File: src/rtl/uart_tx_fifo.sv
// UART transmitter with an integrated transmit FIFO, configurable frame format
// (data bits, parity, stop bits) and optional CTS flow control.
module uart_tx_fifo #(
   parameter int CLOCK_FREQ = 25_500_000,
   parameter int BAUD       = 115200,
   parameter int DATA_BITS  = 8,
   parameter int PARITY     = 0,
   parameter int STOP_BITS  = 1,
   parameter int FIFO_DEPTH = 16,
   parameter int USE_CTS    = 1
) (
   input  logic                        clk,
   input  logic                        rst_n,
   input  logic                        wr_valid,
   output logic                        wr_ready,
   input  logic [DATA_BITS-1:0]        wr_data,
   input  logic                        cts_n,
   output logic                        txd,
   output logic                        busy,
   output logic [$clog2(FIFO_DEPTH):0] fifo_count
);
   localparam int BIT_PERIOD = CLOCK_FREQ / BAUD;
   localparam int STOP_LEN   = BIT_PERIOD * STOP_BITS;
   localparam int CNT_W      = $clog2(STOP_LEN);
   localparam int PTR_W      = $clog2(FIFO_DEPTH);
   localparam int IDX_W      = $clog2(DATA_BITS);
   localparam int OCC_W      = PTR_W + 1;

   localparam logic [CNT_W-1:0] BIT_LAST  = CNT_W'(BIT_PERIOD - 1);
   localparam logic [CNT_W-1:0] STOP_LAST = CNT_W'(STOP_LEN - 1);
   localparam logic [CNT_W-1:0] CNT_ZERO  = {CNT_W{1'b0}};
   localparam logic [IDX_W-1:0] IDX_LAST  = IDX_W'(DATA_BITS - 1);
   localparam logic [IDX_W-1:0] IDX_ZERO  = {IDX_W{1'b0}};
   localparam logic [OCC_W-1:0] OCC_FULL  = OCC_W'(FIFO_DEPTH);
   localparam logic [OCC_W-1:0] OCC_ZERO  = {OCC_W{1'b0}};
   localparam logic [PTR_W-1:0] PTR_ZERO  = {PTR_W{1'b0}};

   typedef enum logic [2:0] {
      S_IDLE   = 3'd0,
      S_START  = 3'd1,
      S_DATA   = 3'd2,
      S_PARITY = 3'd3,
      S_STOP   = 3'd4
   } state_t;

   // Even parity is the plain XOR of the data bits; odd parity is its inverse.
   function automatic logic parity_bit(input logic [DATA_BITS-1:0] d);
      logic p;
      p = ^d;
      if (PARITY == 1) begin
         parity_bit = ~p;
      end else begin
         parity_bit = p;
      end
   endfunction

   state_t                 state_r, state_s;
   logic [CNT_W-1:0]       cnt_r, cnt_s;
   logic [IDX_W-1:0]       idx_r, idx_s;
   logic [DATA_BITS-1:0]   shift_r, shift_s;
   logic                   txd_r, txd_s;
   logic                   busy_r, wr_ready_r;
   logic [OCC_W-1:0]       count_r, count_s;
   logic [PTR_W-1:0]       wr_ptr_r, rd_ptr_r;
   logic [DATA_BITS-1:0]   mem_r [FIFO_DEPTH];
   logic                   cts_meta_r, cts_sync_r;
   logic                   cts_ok_s, push_s, pop_s, empty_s;

   assign cts_ok_s   = (USE_CTS != 0) ? ~cts_sync_r : 1'b1;
   assign empty_s    = (count_r == OCC_ZERO);
   assign push_s     = wr_valid & wr_ready_r;
   assign txd        = txd_r;
   assign busy       = busy_r;
   assign wr_ready   = wr_ready_r;
   assign fifo_count = count_r;

   // Frame sequencer: next state, baud counter, bit index and FIFO pop.
   always_comb begin
      state_s = state_r;
      cnt_s   = cnt_r + 1'b1;
      idx_s   = idx_r;
      shift_s = shift_r;
      pop_s   = 1'b0;
      case (state_r)
         S_IDLE: begin
            cnt_s = CNT_ZERO;
            if (!empty_s && cts_ok_s) begin
               pop_s   = 1'b1;
               shift_s = mem_r[rd_ptr_r];
               state_s = S_START;
            end else begin
               state_s = S_IDLE;
            end
         end
         S_START: begin
            if (cnt_r == BIT_LAST) begin
               cnt_s   = CNT_ZERO;
               idx_s   = IDX_ZERO;
               state_s = S_DATA;
            end else begin
               state_s = S_START;
            end
         end
         S_DATA: begin
            if (cnt_r == BIT_LAST) begin
               cnt_s = CNT_ZERO;
               if (idx_r == IDX_LAST) begin
                  idx_s   = IDX_ZERO;
                  state_s = (PARITY != 0) ? S_PARITY : S_STOP;
               end else begin
                  idx_s = idx_r + 1'b1;
               end
            end else begin
               state_s = S_DATA;
            end
         end
         S_PARITY: begin
            if (cnt_r == BIT_LAST) begin
               cnt_s   = CNT_ZERO;
               state_s = S_STOP;
            end else begin
               state_s = S_PARITY;
            end
         end
         S_STOP: begin
            if (cnt_r == STOP_LAST) begin
               cnt_s = CNT_ZERO;
               // Chaining straight into the next start bit keeps frames back-to-back.
               if (!empty_s && cts_ok_s) begin
                  pop_s   = 1'b1;
                  shift_s = mem_r[rd_ptr_r];
                  state_s = S_START;
               end else begin
                  state_s = S_IDLE;
               end
            end else begin
               state_s = S_STOP;
            end
         end
         default: begin
            cnt_s   = CNT_ZERO;
            state_s = S_IDLE;
         end
      endcase
   end

   // Line level for the state being entered, so txd can be registered.
   always_comb begin
      case (state_s)
         S_IDLE:   txd_s = 1'b1;
         S_START:  txd_s = 1'b0;
         S_DATA:   txd_s = shift_s[idx_s];
         S_PARITY: txd_s = parity_bit(shift_s);
         S_STOP:   txd_s = 1'b1;
         default:  txd_s = 1'b1;
      endcase
   end

   // Occupancy update; simultaneous push and pop cancel.
   always_comb begin
      case ({push_s, pop_s})
         2'b10:   count_s = count_r + 1'b1;
         2'b01:   count_s = count_r - 1'b1;
         default: count_s = count_r;
      endcase
   end

   // Sequencer, FIFO pointers, status outputs and CTS synchroniser.
   always_ff @(posedge clk or negedge rst_n) begin
      if (!rst_n) begin
         state_r    <= S_IDLE;
         cnt_r      <= CNT_ZERO;
         idx_r      <= IDX_ZERO;
         shift_r    <= {DATA_BITS{1'b0}};
         txd_r      <= 1'b1;
         busy_r     <= 1'b0;
         wr_ready_r <= 1'b1;
         count_r    <= OCC_ZERO;
         wr_ptr_r   <= PTR_ZERO;
         rd_ptr_r   <= PTR_ZERO;
         cts_meta_r <= 1'b1;
         cts_sync_r <= 1'b1;
      end else begin
         state_r    <= state_s;
         cnt_r      <= cnt_s;
         idx_r      <= idx_s;
         shift_r    <= shift_s;
         txd_r      <= txd_s;
         busy_r     <= (state_s != S_IDLE) || (count_s != OCC_ZERO);
         wr_ready_r <= (count_s != OCC_FULL);
         count_r    <= count_s;
         wr_ptr_r   <= push_s ? wr_ptr_r + 1'b1 : wr_ptr_r;
         rd_ptr_r   <= pop_s ? rd_ptr_r + 1'b1 : rd_ptr_r;
         cts_meta_r <= cts_n;
         cts_sync_r <= cts_meta_r;
      end
   end

   // FIFO storage; stale entries are unreachable once count is cleared.
   always_ff @(posedge clk) begin
      if (push_s) begin
         mem_r[wr_ptr_r] <= wr_data;
      end
   end
endmodule

File: config.mk
export PLATFORM = sky130hd
export DESIGN_NAME = uart_tx_fifo
export DESIGN_NICKNAME = d
export VERILOG_FILES = /design/src/rtl/uart_tx_fifo.sv
export SDC_FILE = /design/constraint.sdc
export NUM_CORES = 1
export LEC_CHECK = 0
export ABC_AREA = 1
export ABC_CLOCK_PERIOD_IN_PS = 2700
export BUFFER_PORTS_ARGS = -buffer_cell sky130_fd_sc_hd__clkbuf_2
export CORE_MARGIN = 5
export CORE_UTILIZATION = 62
export DETAILED_ROUTE_END_ITERATION = 16
export MAX_ROUTING_LAYER = met4
export PLACE_DENSITY = 0.79
export SYNTH_ARGS = -nofsm -noshare
export SYNTH_HDL_FRONTEND = slang
export SYNTH_SLANG_ARGS = --single-unit
File: constraint.sdc
create_clock -name clk -period 2.7 [get_ports clk]
set_input_delay 0.405 -clock clk [delete_from_list [all_inputs] [get_ports clk]]
set_output_delay 0.405 -clock clk [all_outputs]
set_load 0.03 [all_outputs]
# ---- Word-level counts from Yosys, hierarchy flattened
# Memories as Yosys holds them, arrays and structs flattened.
# Cells that the tools add are included.
dict set report word_totals {
  memories 1
  register_bits 40
  wordCells 68
  output_inout_bits 8
  ramBits 128
  in_bits 12
}
# memory words word_bits read_ports rd_ports_with_merged_regs wr line
set mem_list {}
lappend mem_list {mem_r 16 8 1 0 1 65} ;# logic [DATA_BITS-1:0] mem_r [FIFO_DEPTH];
dict set report classes {
  add_sub_neg 6
  reduce_logical 9
  order_cmp 1
  n_eq_ne 12
  n_bitwise 2
  muxes 25
}
# op count
set op_table {}
lappend op_table {{$mux W8} 4}
lappend op_table {{$mux W3} 7}
lappend op_table {{$pmux W8 S2} 1}
lappend op_table {{$pmux W3 S5} 1}
lappend op_table {{$eq A3 B2 Y1 const B} 4}
lappend op_table {{$pmux W5 S2} 1}
lappend op_table {{$add A4 B1 Y4 const B} 2}
lappend op_table {{$add A8 B1 Y8 const B} 1}
lappend op_table {{$eq A8 B8 Y1 const B} 1}
lappend op_table {{$reduce_xor A8 Y1} 1}
lappend op_table {{$eq A3 B1 Y1 const B} 2}
lappend op_table {{$eq A3 B3 Y1 const B} 2}
lappend op_table {{$mux W1} 6}
lappend op_table {{$pmux W3 S2} 1}
lappend op_table {{$add A5 B1 Y5 const B} 1}
lappend op_table {{$logic_not A5 Y1} 1}
lappend op_table {{$ne A5 B5 Y1 const B} 1}
lappend op_table {{$reduce_bool A5 Y1} 1}
lappend op_table {{$sub A5 B1 Y5 const B} 1}
lappend op_table {{$lt A3 B4 Y1 const B} 1}
lappend op_table {{$reduce_or A4 Y1} 1}
lappend op_table {{$add A3 B1 Y3 const B} 1}
lappend op_table {{$bmux W1 S3} 1}
lappend op_table {{$logic_not A3 Y1} 1}
lappend op_table {{other kinds (11)} 11}

# ---- Depth between registers and ports, before layout
# Gate-level depths: netlist (run 1).
dict set report logic_depth {
  depth_word 10
  mapped_depth 21
  ltp_nobuf 21
}

# ---- Worst setup path after synthesis (run 1)
# Ideal clock, no wire load.
dict set report synth_path {
  kind {flip-flop to flip-flop}
  from {reg cnt_r[0]}
  to {reg busy_r (netlist: busy)}
  t_required_ns 2.581
  t_arrival_ns 2.205
  setup_time_ns 0.119
  setup_slack_ns 0.376
  path_buffers 0
  period_less_slack_ns 2.324
  path_stages_with_launch 21
  path_cell_list {dfrtp_1 > inv_1 > ha_1 > nand2_1 > nor3_4 > nand2_2 > a21oi_4 > nand2_1 > nand2_1 > nand2_1 > ha_1 > a21oi_1 > nor2_1 > nand2_1 > nand2_1 > nand2_1 > nand2_1 > nand2_1 > nand2_2 > nor2_1 > nand2_1}
}
dict set report synth_between {
  elab_chain_cells 7
  word_cells_on_any_way 14
  classes_between {eq/ne: 3; mux: 8; reduce/logical: 3}
}
# item line
set synth_rtl {}
lappend synth_rtl {{from (decl)} 58} ;# logic [CNT_W-1:0] cnt_r, cnt_s;
lappend synth_rtl {{from (signal assigned)} 185} ;# cnt_r <= cnt_s;
lappend synth_rtl {{$eq A8 B8 Y1 (*)} 126} ;# if (cnt_r == STOP_LAST) begin
lappend synth_rtl {{$mux W1 (*)} 126}
lappend synth_rtl {{$pmux W1 S2 (*)} 84} ;# case (state_r)
lappend synth_rtl {{$eq A2 B1 Y1 or $eq A2 B2 Y1 (tied branches)} 161} ;# case ({push_s, pop_s})
lappend synth_rtl {{$pmux W5 S2 (*)} 161}
lappend synth_rtl {{named net count_s[4]} 63} ;# logic [OCC_W-1:0] count_r, count_s;
lappend synth_rtl {{$reduce_bool A5 Y1 (*)} 189} ;# busy_r <= (state_s != S_IDLE) || (count_s != OCC_ZERO);
lappend synth_rtl {{$logic_or A1 B1 Y1 (*)} 189}
lappend synth_rtl {{to (signal assigned)} 189}
lappend synth_rtl {{to (decl)} 62} ;# logic busy_r, wr_ready_r;
# Mark *: on every way through the listed nets, which the timed path passes. The rest lies on a longest branch.
# A chain may end at the register's enable or synchronous reset.

# ---- Worst setup path in the final report (run 1)
# Same ends and word-level chain as after synthesis.

==> results_dict.tcl, run 1 <==
set metrics [dict create \
    grt-ovfl-total 0 \
    reg2reg_setup_slack_ns 0.13 \
    setup.worst_path.start_class "flip-flop" \
    pre_cts_ws_ns 0.185 \
    syn_area_per_cell_um2 9.45 \
    slew_headroom_pct 49.9 \
    coreArea_um2 12500 \
    rows 41 \
    cp_common_cell "nand2_1" \
    hold_viol 0 \
    worst_slack_ns 0.134 \
    ys_types 37 \
    worstPathMaxFanout 7 \
    syn2layout_area_growth_pct 13.4 \
    antenna_left 0 \
    multi_input_area_um2 2450 \
    vdd_drop_max_uv 567 \
    detail_route.vias_per_cell 5.46 \
    cpMaxStageDelayCell "dfrtp_1" \
    clockBufferDepth 2 \
    worst-path-buf-inv 1 \
    yosys-top-cells-area "edfxtp_1 (49%), nand2_1 (13%), dfrtp_1 (12%)" \
    worstMarginPinSlew_ns 0.752 \
    hold_path_class "input port to async pin" \
    reg2reg_to "busy" \
    syn_nets 851 \
    ys_warn_count 0 \
    final_util_pct 70.9 \
    portBuffers 19 \
    gr-usage-all-layers_pct 25.8 \
    final-instance-count-excl-fill 1054 \
    grt_pass1_wl_mm 28.3 \
    max_cap_violations 0 \
    critPathKind "flip-flop to flip-flop" \
    synthesis.area_um2 7820 \
    ys_top_cells_by_count "nand2_1 (279), edfxtp_1 (128), inv_1 (104), nand3_1 (99), nor2_1 (56)" \
    antenna_found_initial 0 \
    routedWlPerCell_um 16.6 \
    num_antenna_cells 0 \
    setup_viol 0 \
    start_util_pct 62.5 \
    r2r_start "cnt_r[0]" \
    insertion_delay_ns 0.43 \
    holdWs_ns 0.0375 \
    outcome "finished, final reports clean" \
    drc_errors 0 \
    synth_most_common_cell "nand2_1" \
    crit_chain "inv_1 -> ha_2 -> nand2_2 -> nor3_4 -> nand2_4 -> a21oi_4 -> nand2_2 -> nand2_1 -> nand2_1 -> ha_1 -> a21oi_2 -> nor2_1 -> nand2_1 -> nand2_1 -> nand2_1 -> nand2_1 -> nand2_1 -> nand2_2 -> nor2_1 -> nand2_1" \
    synth-async-reset-ratio_pct 23.8 \
    drv_slew 0 \
    synth_edf_count 128 \
    cts.clk_slew.worst_paths_ns 0.06 \
    grt_max_degree 70 \
    numCtsBuffers 17 \
    die_y_um 122 \
    die_w_um 122 \
    seq_area_um2 4850 \
    endpoint_kind "flip-flop" \
    finalClockSkew_ns 0.00649 \
    dr.pass1.iters 5 \
    gp_congestion 0.868 \
    die_area_um2 15000 \
    hpwl_mm 11.0 \
    cts_tree "done" \
    reg2reg_depth 20 \
    grt_pass1_vias 5747 \
    fillers 934 \
    postSynthCellCount 828 \
    seq_area_frac_synth_pct 62.0 \
    clock.fmax_ghz 0.390 \
    cts-root-buf "clkbuf_16" \
    synth_area_leader_cell "edfxtp_1" \
    numClockSinks 168 \
    critPathMaxStageDelay_ns 0.40 \
    placed_area_um2 8200 \
    power_density_nw_per_um2 728 \
    via_count 5755 \
    critPathTopFamily "simple AND/OR/NAND/NOR gates" \
    leakage_nw 3.97 \
    synth-seq-cells 168 \
    fin_crit_ns 2.57 \
    finalCritPeriodShare_pct 95.0 \
    layout-drive-gt1-share_pct 13.5 \
    required_ns 3.01 \
    post-place-cells 1017 \
    worst_ep_arrival_time_ns 2.88 \
    design_area_um2 8870 \
    routed_wl_mm 17.4 \
    io-pin-count 20 \
    ys.flop_type "edfxtp_1" \
    htree_levels 4 \
    synth_top_area_share_pct 49.1 \
    initialDrtViolationCount 628 \
    nets 892 \
]
[worst max-delay path by stage]
stage / from / to / slack (ns) / cells after the start
4_1_cts: cnt_r[0] / busy / 0.15 / 20
3_3_place_gp: cnt_r[0] / busy / 0.27 / 20
3_5_place_dp: cnt_r[0] / busy / 0.19 / 20
2_1_floorplan: cnt_r[0] / busy / 0.38 / 20
6_report: cnt_r[0] / busy / 0.13 / 20
5_1_grt: cnt_r[0] / busy / -0.07 / 20
[per-layer routing]
layer / up-vias / share of wire [%] / global-route usage [%]
met4: 0 / 3.6 / 12.7
met1: 2714 / 41 / 32.5
met5: - / 0 / -
met3: 51 / 6.5 / 5.21
met2: 236 / 49 / 40.3
li1: 2754 / - / -
[layout by cell type (no fill, tap or decap), drive strengths merged]
cell type,Yosys,layout
clkinvlp,0,1
nor3,4,4
edfxtp,128,128
o22ai,1,1
nand3b,2,2
o31ai,1,1
nand2,291,291
inv,108,110
xnor2,3,3
nand4,5,5
clkinv,2,6
a22oi,1,1
buf,19,29
dfrtp,36,36
ha,11,11
or2,9,9
nor2,60,60
nand3,99,99
nor3b,1,1
a21oi,6,6
o21ai,18,18
xor2,9,9
o211ai,2,2
a31oi,1,1
dfstp,4,4
clkbuf,7,42
bufinv,0,2
[flip-flops by register name, indices dropped and copies added, names as in the netlist]
signal	flops
busy	1
cnt_r	8
state_r	3
mem_r	128
fifo_count	5
shift_r	8
cts_sync_r	1
wr_ready	1
wr_ptr_r	4
rd_ptr_r	4
idx_r	3
cts_meta_r	1
txd	1
[cell families after synthesis]
group	Yosys count	synth area share (%)
simple gates	471	25.7
flops	168	62.0
buf+inv	136	6.89
compound gates	30	2.27
xor+xnor	12	1.34
fa+ha+maj	11	1.76
[worst reg2reg max path, stage by stage, from the launching register on]
cell     delay, ns
dfrtp_1       0.40
inv_1         0.08
ha_2          0.20
nand2_2       0.07
nor3_4        0.23
nand2_4       0.13
a21oi_4       0.21
nand2_2       0.09
nand2_1       0.06
nand2_1       0.07
ha_1          0.19
a21oi_2       0.15
nor2_1        0.07
nand2_1       0.08
nand2_1       0.06
nand2_1       0.05
nand2_1       0.04
nand2_1       0.08
nand2_2       0.07
nor2_1        0.09
nand2_1       0.06
[metrics by stage]
step / TNS [ns] / total power [mW]
6_report: 0 / 6.46
5_1_grt: -0.0823 / 6.72
4_1_cts: 0 / 6.48
3_5_place_dp: 0 / 4.04
3_3_place_gp: 0 / 4.00
2_1_floorplan: 0 / 3.72
[layout make-up]
| cell class | instances | share of cell area, % |
|---|---|---|
| flip-flops and latches | 168 | 54.7 |
| multi-input cells | 524 | 27.7 |
| clock buffers | 23 | 5.62 |
| inverters | 110 | 4.66 |
| repair buffers | 48 | 3.67 |
| well taps | 172 | 2.43 |
| clock inverters | 9 | 1.26 |
[timing repair]
action / CTS / global route
buffers inserted: 0 / 5
endpoints found under the hold margin: 0 / 0
hold buffers: 0 / 0
gates resized for setup: 0 / 6
endpoints found under the setup margin: 0 / 1
[where the power goes]
part | total (mW) | internal (mW) | switching, mW
clock | 2.45 | 1.49 | 0.964
combinational | 0.826 | 0.244 | 0.582
sequential | 3.18 | 3.05 | 0.123
(Power assumes the default switching activity.)
==> inputs of run 2 (changes only) <==
--- a/config.mk
+++ b/config.mk
@@ -5,11 +5,12 @@
 export SDC_FILE = /design/constraint.sdc
 export NUM_CORES = 1
 export LEC_CHECK = 0
-export ABC_AREA = 1
 export ABC_CLOCK_PERIOD_IN_PS = 2700
 export BUFFER_PORTS_ARGS = -buffer_cell sky130_fd_sc_hd__clkbuf_2
+export CORE_ASPECT_RATIO = 0.7
 export CORE_MARGIN = 5
 export CORE_UTILIZATION = 62
+export CTS_CLUSTER_SIZE = 10
 export DETAILED_ROUTE_END_ITERATION = 16
 export MAX_ROUTING_LAYER = met4
 export PLACE_DENSITY = 0.79
==> run 2 against run 1 <==
Compared with the run above:
- the run now ends with negative setup slack left
- synthesized cell count shrank 48%
- final cell count down 36%
- design area is 5.2% lower
- clock power is 5% lower
- combinational power up 18%
- critical path type unchanged
- critical endpoint unchanged
==> results_dict.tcl, run 2 <==
set metrics [dict create \
    design_area_um2 8410 \
    ys_types 60 \
    reg_top3 "mem_r x128, cnt_r x8, shift_r x8" \
    leakage_nw 3.08 \
    nets 529 \
    finalCritPeriodShare_pct 102 \
    numClockSinks 168 \
    final_util_pct 75.6 \
    violations "negative setup slack" \
    seq_area_frac_synth_pct 68.0 \
    hold_path_class "input port to async pin" \
    slew_headroom_pct 53.2 \
    final_cell_mix "edfxtp_1 (128), buf_4 (53), dfrtp_1 (33)" \
    regMostFlops "mem_r" \
    pre_cts_ws_ns -0.0839 \
    drc_errors 0 \
    synth_most_common_cell "edfxtp_1" \
    rows 32 \
    ys_top_cells_by_count "edfxtp_1 (128), dfrtp_1 (36), nor2_1 (27), mux4_2 (24), nand2_1 (21)" \
    ys_warn_count 0 \
    insertion_delay_ns 0.42 \
    routedWlPerCell_um 21.5 \
    vdd_drop_max_uv 751 \
    io-pin-count 20 \
    required_ns 2.99 \
    finalClockSkew_ns 0.0101 \
    routed_wl_mm 14.5 \
    worstMarginPinSlew_ns 0.697 \
    endpoint_kind "flip-flop" \
    start_util_pct 64.1 \
    coreArea_um2 11100 \
    antenna_found_initial 0 \
    outcome "finished with violations" \
    ys.flop_type "edfxtp_1" \
    clock.fmax_ghz 0.364 \
    cts-root-buf "clkbuf_16" \
    setup.worst_path.start_class "flip-flop" \
    final_common_cell "edfxtp_1" \
    cts_hold_buffers 0 \
    max_cap_violations 0 \
    synth_top_area_share_pct 53.9 \
    dr.pass1.iters 4 \
    worst_slack_ns -0.0509 \
    grt_max_degree 37 \
    largest_reg_flops 128 \
    antenna_left 0 \
    cts.clk_slew.worst_paths_ns 0.06 \
    layout-drive-gt1-share_pct 34.3 \
    placed_area_um2 7700 \
    clockBufferDepth 2 \
    postSynthCellCount 433 \
    syn_area_per_cell_um2 16.5 \
    hold_viol 0 \
    htree_levels 4 \
    die_y_um 99.8 \
    synth-async-reset-ratio_pct 23.8 \
    synth_edf_count 128 \
    cts_tree "done" \
    drv_slew 0 \
    detail_route.vias_per_cell 6.02 \
    gr-usage-all-layers_pct 23.0 \
    syn_nets 456 \
    die_w_um 138 \
    numCtsBuffers 17 \
    grt_pass1_wl_mm 23.1 \
    synth_area_leader_cell "edfxtp_1" \
    critPathKind "flip-flop to flip-flop" \
    synth-seq-cells 168 \
    power_density_nw_per_um2 772 \
    num_antenna_cells 0 \
    portBuffers 19 \
    setup_viol 1 \
    die_area_um2 13800 \
    fin_crit_ns 2.75 \
    gp_congestion 0.854 \
    grt_pass1_vias 4044 \
    worstPathMaxFanout 4 \
    rsz0062_at_grt "yes" \
    hpwl_mm 9.44 \
    synthesis.area_um2 7140 \
    worst_ep_arrival_time_ns 3.04 \
    syn2layout_area_growth_pct 17.8 \
    initialDrtViolationCount 339 \
    via_count 4046 \
    grt-ovfl-total 0 \
    yosys-top-cells-area "edfxtp_1 (54%), dfrtp_1 (13%), mux4_2 (7.6%)" \
    holdWs_ns 0.0162 \
]
-- run 2: cell count changes after synthesis, sizes merged, moves of 16 or more --
cell,before,now
nand3,99,10
mux4,0,24
mux2,0,16
inv,108,10
nand2,291,21
nor2,60,27
-- run 2: timing repair --
| action | CTS | global route |
|---|---|---|
| gates resized for setup | 3 | 10 |
| gates cloned | 0 | 0 |
| pin swaps | 3 | 6 |
| setup endpoints to repair | 3 | 3 |
| setup buffers | 5 | 3 |
-- run 2: layout make-up --
| class | count | area (µm²) |
|---|---|---|
| clock buffers | 19 | 454 |
| clock inverters | 13 | 116 |
| fillers | 674 | 2720 |
| inverters | 10 | 37.5 |
| multi-input cells | 233 | 2190 |
| flip-flops and latches | 168 | 4850 |
| well taps | 153 | 191 |
| repair buffers | 76 | 564 |
-- run 2: power by group --
part	internal, mW	switching (mW)	total [mW]
sequential	3.07	0.120	3.19
clock	1.33	0.996	2.33
combinational	0.386	0.591	0.977
-- run 2: worst paths after layout --
| check | start | end | slack [ns] | cells after the start |
|---|---|---|---|---|
| min in group clk | cts_n | cts_meta_r | 0.07 | 1 |
| min | rst_n | shift_r[5] | 0.02 | 1 |
| max reg2reg | state_r[1] | busy | -0.05 | 11 |
| max | state_r[1] | busy | -0.05 | 11 |
| max in group asynchronous | rst_n | cts_meta_r | 1.94 | 2 |
| min reg2reg | cts_meta_r | cts_sync_r | 0.35 | 0 |
-- run 2: cells by family (layout without fill, tap and decap cells) --
group | count (synthesis) | count (layout) | share of synthesized area, %
flops | 168 | 168 | 68.0
simple gates | 86 | 86 | 6.03
compound gates | 60 | 60 | 6.43
mux | 52 | 52 | 11.8
buf+inv | 32 | 118 | 2.52
xor+xnor | 24 | 24 | 3.35
fa+ha+maj | 11 | 11 | 1.93
-- run 2: per-layer routing --
| layer | track usage, % | wire, µm |
|---|---|---|
| met4 | 5.24 | 108 |
| met1 | 33.8 | 6560 |
| met5 | - | 0 |
| met3 | 4.85 | 954 |
| met2 | 33.8 | 6820 |
-- run 2: per-stage QoR --
stage               std cells  setup TNS, ns  total power, mW
CTS                       669        -0.0373             6.47
detailed placement        632         -0.103             4.14
global placement          632              0             4.08
global route              672         -0.255             6.76
floorplan                 433         -0.483             3.76
finish                    672        -0.0509             6.49
-- run 2: critical path, stage by stage, from the launching register on --
cell and delay [ns]:
dfrtp_1 0.38, or2_4 0.27, a211oi_4 0.29, nand3_4 0.14
xnor2_4 0.15, ha_4 0.18, a21oi_2 0.11, xnor2_1 0.13
nor2_1 0.08, xnor2_1 0.13, or3_1 0.36, or4_1 0.40
